File: config.mk
export PLATFORM = sky130hd
export DESIGN_NAME = if_fetch
export DESIGN_NICKNAME = d
export VERILOG_FILES = /design/src/rtl/mips_pkg.sv /design/src/rtl/fetch_hold_buf.sv /design/src/rtl/if_fetch.sv
export SDC_FILE = /design/constraint.sdc
export NUM_CORES = 1
export LEC_CHECK = 0
export ABC_AREA = 1
export CAP_MARGIN = 20
export CORE_MARGIN = 5
export CORE_UTILIZATION = 58
export CTS_BUF_LIST = sky130_fd_sc_hd__clkbuf_16
export CTS_CLUSTER_DIAMETER = 40
export DETAILED_ROUTE_END_ITERATION = 8
export PLACE_DENSITY = 0.82
export SYNTH_ARGS = -nofsm -noshare
export SYNTH_HDL_FRONTEND = slang
export SYNTH_SLANG_ARGS = --single-unit
File: constraint.sdc
create_clock -name clk -period 2.93 [get_ports clk]
set_clock_uncertainty 0.05 [all_clocks]
set_input_delay 0.586 -clock clk [delete_from_list [all_inputs] [get_ports clk]]
set_output_delay 0.586 -clock clk [all_outputs]
set_load 0.1 [all_outputs]
File: src/rtl/mips_pkg.sv
// Shared definitions for the 16-bit MIPS pipeline front end: datapath width,
// default NOP encoding, fetch FSM states and small PC arithmetic helpers.
package mips_pkg;

  localparam int INSTR_W = 16;

  // Encoding injected into IF/ID when a wrong-path fetch is squashed.
  localparam logic [INSTR_W-1:0] NOP_INSTR = 16'h0000;

  // RUN : requesting the word at pc
  // HOLD: a fetched word is parked while the hazard unit stalls IF/ID
  // DROP: an abandoned wrong-path request is still outstanding on the bus
  typedef enum logic [1:0] {
    RUN  = 2'b00,
    HOLD = 2'b01,
    DROP = 2'b10
  } if_state_t;

  // Sequential next PC; wraps modulo 2^16 with no carry out.
  function automatic logic [INSTR_W-1:0] pc_next(input logic [INSTR_W-1:0] pc);
    return pc + 16'd2;
  endfunction

  // Instruction addresses are halfword aligned, so bit 0 is always cleared.
  function automatic logic [INSTR_W-1:0] hw_align(input logic [INSTR_W-1:0] addr);
    return {addr[INSTR_W-1:1], 1'b0};
  endfunction

endpackage

File: src/rtl/fetch_hold_buf.sv
// One-entry parking register for a fetched {instr, pc_plus2} pair that
// arrived while IF/ID was stalled. Clear wins over load.
module fetch_hold_buf
  import mips_pkg::*;
(
  input  logic               clk,
  input  logic               rst,
  input  logic               load_i,
  input  logic               clr_i,
  input  logic [INSTR_W-1:0] instr_i,
  input  logic [INSTR_W-1:0] pc2_i,
  output logic [INSTR_W-1:0] instr_o,
  output logic [INSTR_W-1:0] pc2_o
);

  logic [INSTR_W-1:0] instr_q;
  logic [INSTR_W-1:0] pc2_q;

  // Capture a stalled word on load; reset or clear empties the entry.
  always_ff @(posedge clk) begin
    if (rst || clr_i) begin
      instr_q <= 16'h0000;
      pc2_q   <= 16'h0000;
    end else if (load_i) begin
      instr_q <= instr_i;
      pc2_q   <= pc2_i;
    end else begin
      instr_q <= instr_q;
      pc2_q   <= pc2_q;
    end
  end

  assign instr_o = instr_q;
  assign pc2_o   = pc2_q;

endmodule

File: src/rtl/if_fetch.sv
// Instruction-fetch stage: owns the PC, drives the req/ack instruction
// memory port and writes IF/ID. Stalls park one word in a hold buffer;
// redirects write a NOP and let any in-flight wrong-path request finish
// unobserved (DROP) so the memory address never changes mid-request.
// The IF/ID-facing outputs are combinational so a zero-wait memory
// delivers one instruction per cycle.
module if_fetch #(
  parameter logic [15:0] RESET_PC  = 16'h0000,
  parameter logic [15:0] NOP_INSTR = mips_pkg::NOP_INSTR
) (
  input  logic        clk,
  input  logic        rst,
  output logic        imem_req,
  output logic [15:0] imem_addr,
  input  logic        imem_ack,
  input  logic [15:0] imem_rdata,
  input  logic        stall,
  input  logic        redirect,
  input  logic [15:0] redirect_pc,
  output logic        ifid_wr,
  output logic [15:0] instr,
  output logic [15:0] pc_plus2
);
  import mips_pkg::*;

  if_state_t          state_q, state_d;
  logic [INSTR_W-1:0] pc_q, pc_d;
  logic [INSTR_W-1:0] drop_addr_q, drop_addr_d;
  logic [INSTR_W-1:0] last_instr_q, last_instr_d;
  logic [INSTR_W-1:0] last_pc2_q, last_pc2_d;

  logic [INSTR_W-1:0] pc_inc_s;
  logic [INSTR_W-1:0] target_s;
  logic               buf_load_s;
  logic               buf_clr_s;
  logic [INSTR_W-1:0] buf_instr_s;
  logic [INSTR_W-1:0] buf_pc2_s;

  fetch_hold_buf u_hold (
    .clk     (clk),
    .rst     (rst),
    .load_i  (buf_load_s),
    .clr_i   (buf_clr_s),
    .instr_i (imem_rdata),
    .pc2_i   (pc_inc_s),
    .instr_o (buf_instr_s),
    .pc2_o   (buf_pc2_s)
  );

  // Fetch FSM: memory port, IF/ID write strobe/data and next-state values.
  always_comb begin
    pc_inc_s    = pc_next(pc_q);
    target_s    = hw_align(redirect_pc);

    state_d     = state_q;
    pc_d        = pc_q;
    drop_addr_d = drop_addr_q;
    buf_load_s  = 1'b0;
    buf_clr_s   = 1'b0;
    imem_req    = 1'b0;
    imem_addr   = pc_q;
    ifid_wr     = 1'b0;
    instr       = last_instr_q;
    pc_plus2    = last_pc2_q;

    if (rst) begin
      // Abandon any request at once and present quiet IF/ID values.
      imem_addr   = RESET_PC;
      instr       = 16'h0000;
      pc_plus2    = 16'h0000;
      state_d     = RUN;
      pc_d        = RESET_PC;
      drop_addr_d = 16'h0000;
      buf_clr_s   = 1'b1;
    end else begin
      case (state_q)
        RUN: begin
          imem_req  = 1'b1;
          imem_addr = pc_q;
          if (redirect) begin
            // Request at pc stays on the bus until acked; its data is junk.
            ifid_wr   = 1'b1;
            instr     = NOP_INSTR;
            pc_plus2  = 16'h0000;
            pc_d      = target_s;
            buf_clr_s = 1'b1;
            if (imem_ack) begin
              state_d = RUN;
            end else begin
              state_d     = DROP;
              drop_addr_d = pc_q;
            end
          end else if (imem_ack && !stall) begin
            ifid_wr  = 1'b1;
            instr    = imem_rdata;
            pc_plus2 = pc_inc_s;
            pc_d     = pc_inc_s;
          end else if (imem_ack) begin
            // Word arrived during a stall: park it and stop requesting.
            buf_load_s = 1'b1;
            pc_d       = pc_inc_s;
            state_d    = HOLD;
          end else begin
            state_d = RUN;
          end
        end

        HOLD: begin
          instr    = buf_instr_s;
          pc_plus2 = buf_pc2_s;
          if (redirect) begin
            ifid_wr   = 1'b1;
            instr     = NOP_INSTR;
            pc_plus2  = 16'h0000;
            pc_d      = target_s;
            buf_clr_s = 1'b1;
            state_d   = RUN;
          end else if (!stall) begin
            // Release the parked word; next request issues a cycle later.
            ifid_wr = 1'b1;
            state_d = RUN;
          end else begin
            state_d = HOLD;
          end
        end

        DROP: begin
          imem_req  = 1'b1;
          imem_addr = drop_addr_q;
          if (redirect) begin
            ifid_wr   = 1'b1;
            instr     = NOP_INSTR;
            pc_plus2  = 16'h0000;
            pc_d      = target_s;
            buf_clr_s = 1'b1;
            state_d   = imem_ack ? RUN : DROP;
          end else if (imem_ack) begin
            state_d = RUN;
          end else begin
            state_d = DROP;
          end
        end

        default: begin
          state_d   = RUN;
          pc_d      = RESET_PC;
          buf_clr_s = 1'b1;
        end
      endcase
    end

    // Remember whatever was last offered to IF/ID for the idle cycles.
    if (ifid_wr) begin
      last_instr_d = instr;
      last_pc2_d   = pc_plus2;
    end else begin
      last_instr_d = last_instr_q;
      last_pc2_d   = last_pc2_q;
    end
  end

  // State, PC and presented-value registers with synchronous reset.
  always_ff @(posedge clk) begin
    if (rst) begin
      state_q      <= RUN;
      pc_q         <= RESET_PC;
      drop_addr_q  <= 16'h0000;
      last_instr_q <= 16'h0000;
      last_pc2_q   <= 16'h0000;
    end else begin
      state_q      <= state_d;
      pc_q         <= pc_d;
      drop_addr_q  <= drop_addr_d;
      last_instr_q <= last_instr_d;
      last_pc2_q   <= last_pc2_d;
    end
  end

endmodule

==> results.py <==
metrics = {
    "status": {
        "status": "complete, no violations",
    },
    "worst_setup_path": {
        "reg2reg_depth": 11,
        "r2r-start": "state_q[0]$_SDFFE_PP0P_",
        "cp-startpoint": "state_q[0]$_SDFFE_PP0P_",
        "cp-endpoint": "pc_plus2[5]",
        "startpoint_type": "flip-flop",
        "required_ns": 2.29,
        "path_class": "reg -> out",
        "arrival_ns": 2.23,
        "r2r_end": "u_hold.pc2_o[10]$_SDFFE_PP0P_",
        "critPathCaptureType": "output port",
        "cp_max_fo": 13,
        "r2r_slack_ns": 0.58,
    },
    "floorplan": {
        "fp-row-count": 35,
        "core_mm2": 0.00920,
        "io_pins": 87,
        "die_h_um": 107,
        "die_area_mm2": 0.0114,
        "chipWidth_um": 107,
        "initial_core_util": 0.592,
    },
    "drt": {
        "wire_per_inst_um": 15.8,
        "vias": 6261,
        "drc": 0,
        "viasPerCell": 5.84,
        "wl_met2_um": 8370,
        "dr.pass1.iters": 5,
        "drt_first_iter_violations": 629,
        "met3_length_um": 1420,
        "route.antenna.remaining_nets": 0,
        "wl_met1_um": 6380,
        "highest-signal-layer": "met4",
        "routed_wl_um": 17000,
    },
    "clock_tree": {
        "cts_tree": "built",
        "h-tree-depth": 3,
        "clkTransAtPathRegs_ns": 0.07,
        "ctsRootBufferMaster": "clkbuf_16",
        "clock_latency_ns": 0.34,
        "post-cts-setup-buffer-count": 0,
        "cts-buffers-inserted": 9,
        "cts_hold_buffers": 0,
        "cts.sinks": 95,
        "clockBufferDepth": 2,
    },
    "placement": {
        "place_area_mm2": 0.00709,
        "io_buffers": 84,
        "hpwlAfterDp_um": 12100,
        "finalWeightedCongestion": 0.921,
    },
    "timing": {
        "post-route-period-util": 0.980,
        "fin_tns_setup_ns": 0,
        "worst_pin_slew_ns": 0.507,
        "slew_headroom": 0.662,
        "period_needed_ns": 2.87,
        "whs_ns": 0.422,
        "finalHoldViolCount": 0,
        "finalMaxSlewViolations": 0,
        "fmax_mhz": 348,
        "setup_viol": 0,
    },
    "global_routing": {
        "grt_max_degree": 38,
        "grt_pass1_wl_um": 28200,
        "grt_pass1_vias": 6309,
        "grt_use_total": 0.300,
        "antenna_found_initial": 0,
        "grt_overflow": 0,
    },
    "final_layout": {
        "fin_area_mm2": 0.00745,
        "fin_nets": 998,
        "multiInputGateArea_mm2": 0.00300,
        "antenna_cells": 0,
        "drive_gt1_frac": 0.166,
        "regArea_mm2": 0.00190,
        "area_growth_pct": 36.7,
        "n_fill_cell": 622,
    },
    "synth": {
        "synth-main-ff-cell": "dfxtp_1",
        "synth_top_area_share": 0.349,
        "yosys_warnings": 0,
        "synth_top_family_by_area": "simple AND/OR/NAND/NOR gates",
        "synth_area_mm2": 0.00545,
        "netlist_top_cells_area": "dfxtp_1 35%, nand2_1 13%, a21oi_1 10%",
        "synth.distinct_cells": 34,
        "async_reset_ff_frac": 0,
        "synth_top_area_cell": "dfxtp_1",
        "syn_nets": 911,
        "synth_compound_area_frac": 0.247,
        "yosysMostFrequentCell": "nand2_1",
        "synth_xor_area_frac": 0.0113,
        "synth-simple-area-share": 0.256,
        "synth_edf_count": 0,
        "yosys.area_share.adder": 0.0115,
        "muxShareOfSynthArea": 0,
        "yosys-top-cells-count": "195 x nand2_1, 113 x a21oi_1, 107 x inv_1, 97 x o21ai_0, 95 x dfxtp_1",
        "avgSynthCellArea_um2": 6.27,
        "netlist_instances": 869,
        "synth_seq_cells": 95,
        "ys_seq_area_frac": 0.349,
    },
    "pwr": {
        "p_int_mw": 2.48,
        "ir_drop_uv": 329,
        "p_per_area_mw_per_mm2": 506,
        "power_switching_mw": 1.29,
        "leakage_nw": 3.33,
        "pwr-share-seq": 0.381,
        "p_total_mw": 3.77,
        "pwr-share-comb": 0.289,
        "p_clk_frac": 0.329,
        "swShare": 0.341,
    },
    "hold_path": {
        "hold_class": "reg -> reg",
    },
    "job": {
        "drv_cap": 0,
    },
}
==> power groups by stage <==
| stage | Clock (mW) | Sequential, mW | Combinational [mW] |
|---|---|---|---|
| detailed placement | 0 | 1.46 | 1.07 |
| global placement | 0 | 1.46 | 1.04 |
| global route | 1.31 | 1.45 | 1.16 |
| finish | 1.24 | 1.44 | 1.09 |
| floorplan | 0 | 1.44 | 0.700 |
| CTS | 1.24 | 1.43 | 1.08 |
==> critical path, cell delays in order (launching register included) <==
cell and delay, ns:
dfxtp_1 0.36, inv_1 0.14, ha_4 0.22, inv_2 0.14
nor2_2 0.19, nor2_1 0.08, o21ai_0 0.23, inv_1 0.12
a21oi_2 0.21, buf_12 0.20
==> flip-flops by register name, summed over array words and instances (netlist names) <==
signal	count
last_instr_q	16
last_pc2_q	16
u_hold.instr_o	16
drop_addr_q	15
pc_q	15
u_hold.pc2_o	15
state_q	2
==> layout make-up <==
class,instances,share of cell area
Timing Repair Buffer,127,0.222
Multi-Input combinational cell,609,0.403
Clock inverter,7,0.0119
Tap cell,111,0.0187
Inverter,114,0.0581
Sequential cell,95,0.256
Clock buffer,9,0.0302
==> what timing repair did <==
action / in CTS / in global routing
pin swaps: 2 / 0
setup endpoints to repair: 22 / 24
cloned: 0 / 0
resized for setup: 9 / 9
==> through the flow <==
step,instances,utilization,setup slack (ns)
floorplan,869,-,-0.422
global placement,1056,0.770,-0.00982
detailed placement,1056,0.770,-0.0621
CTS,1072,0.806,0.00259
global route,1072,0.810,-0.00217
finish,1072,0.810,0.0590
==> cell families after synthesis <==
family                   Yosys count
AND/OR/NAND/NOR                  341
AO/OA/AOI/OAI                    255
buffers and inverters            165
flip-flops                        95
XOR/XNOR                           7
adder cells (fa/ha/maj)            5
other                              1
==> cell usage in the layout, fill, tap and decap left out, types with 8 or more instances in the layout <==
cell type and n:
a21oi_1 106, buf_12 49, buf_4 41, clkbuf_16 9
clkdlybuf4s50_1 31, dfxtp_1 93, inv_1 106, inv_2 8
nand2_1 195, nand3_1 43, nor2_1 69, nor2_2 14
o21ai_0 97, o21ai_1 14
==> layer usage <==
metal  vias to the layer above  global-route usage
met5                         -                   0
met4                         0               0.181
met3                        84              0.0530
met2                       340               0.518
met1                      2852               0.346
li1                       2985                   -
==> worst min path at each step <==
stage	startpoint	endpoint	slack (ns)	depth (start not counted)
5_1_grt	u_hold.instr_o[2]$_SDFFE_PP0P_	u_hold.instr_o[2]$_SDFFE_PP0P_	0.44	2
3_3_place_gp	u_hold.instr_o[12]$_SDFFE_PP0P_	u_hold.instr_o[12]$_SDFFE_PP0P_	0.40	2
3_5_place_dp	u_hold.instr_o[10]$_SDFFE_PP0P_	u_hold.instr_o[10]$_SDFFE_PP0P_	0.41	2
4_1_cts	u_hold.instr_o[10]$_SDFFE_PP0P_	u_hold.instr_o[10]$_SDFFE_PP0P_	0.42	2
2_1_floorplan	u_hold.instr_o[1]$_SDFFE_PP0P_	u_hold.instr_o[1]$_SDFFE_PP0P_	0.39	2
6_report	u_hold.instr_o[10]$_SDFFE_PP0P_	u_hold.instr_o[10]$_SDFFE_PP0P_	0.42	2
Note: power is estimated with default switching activity, not from simulation.
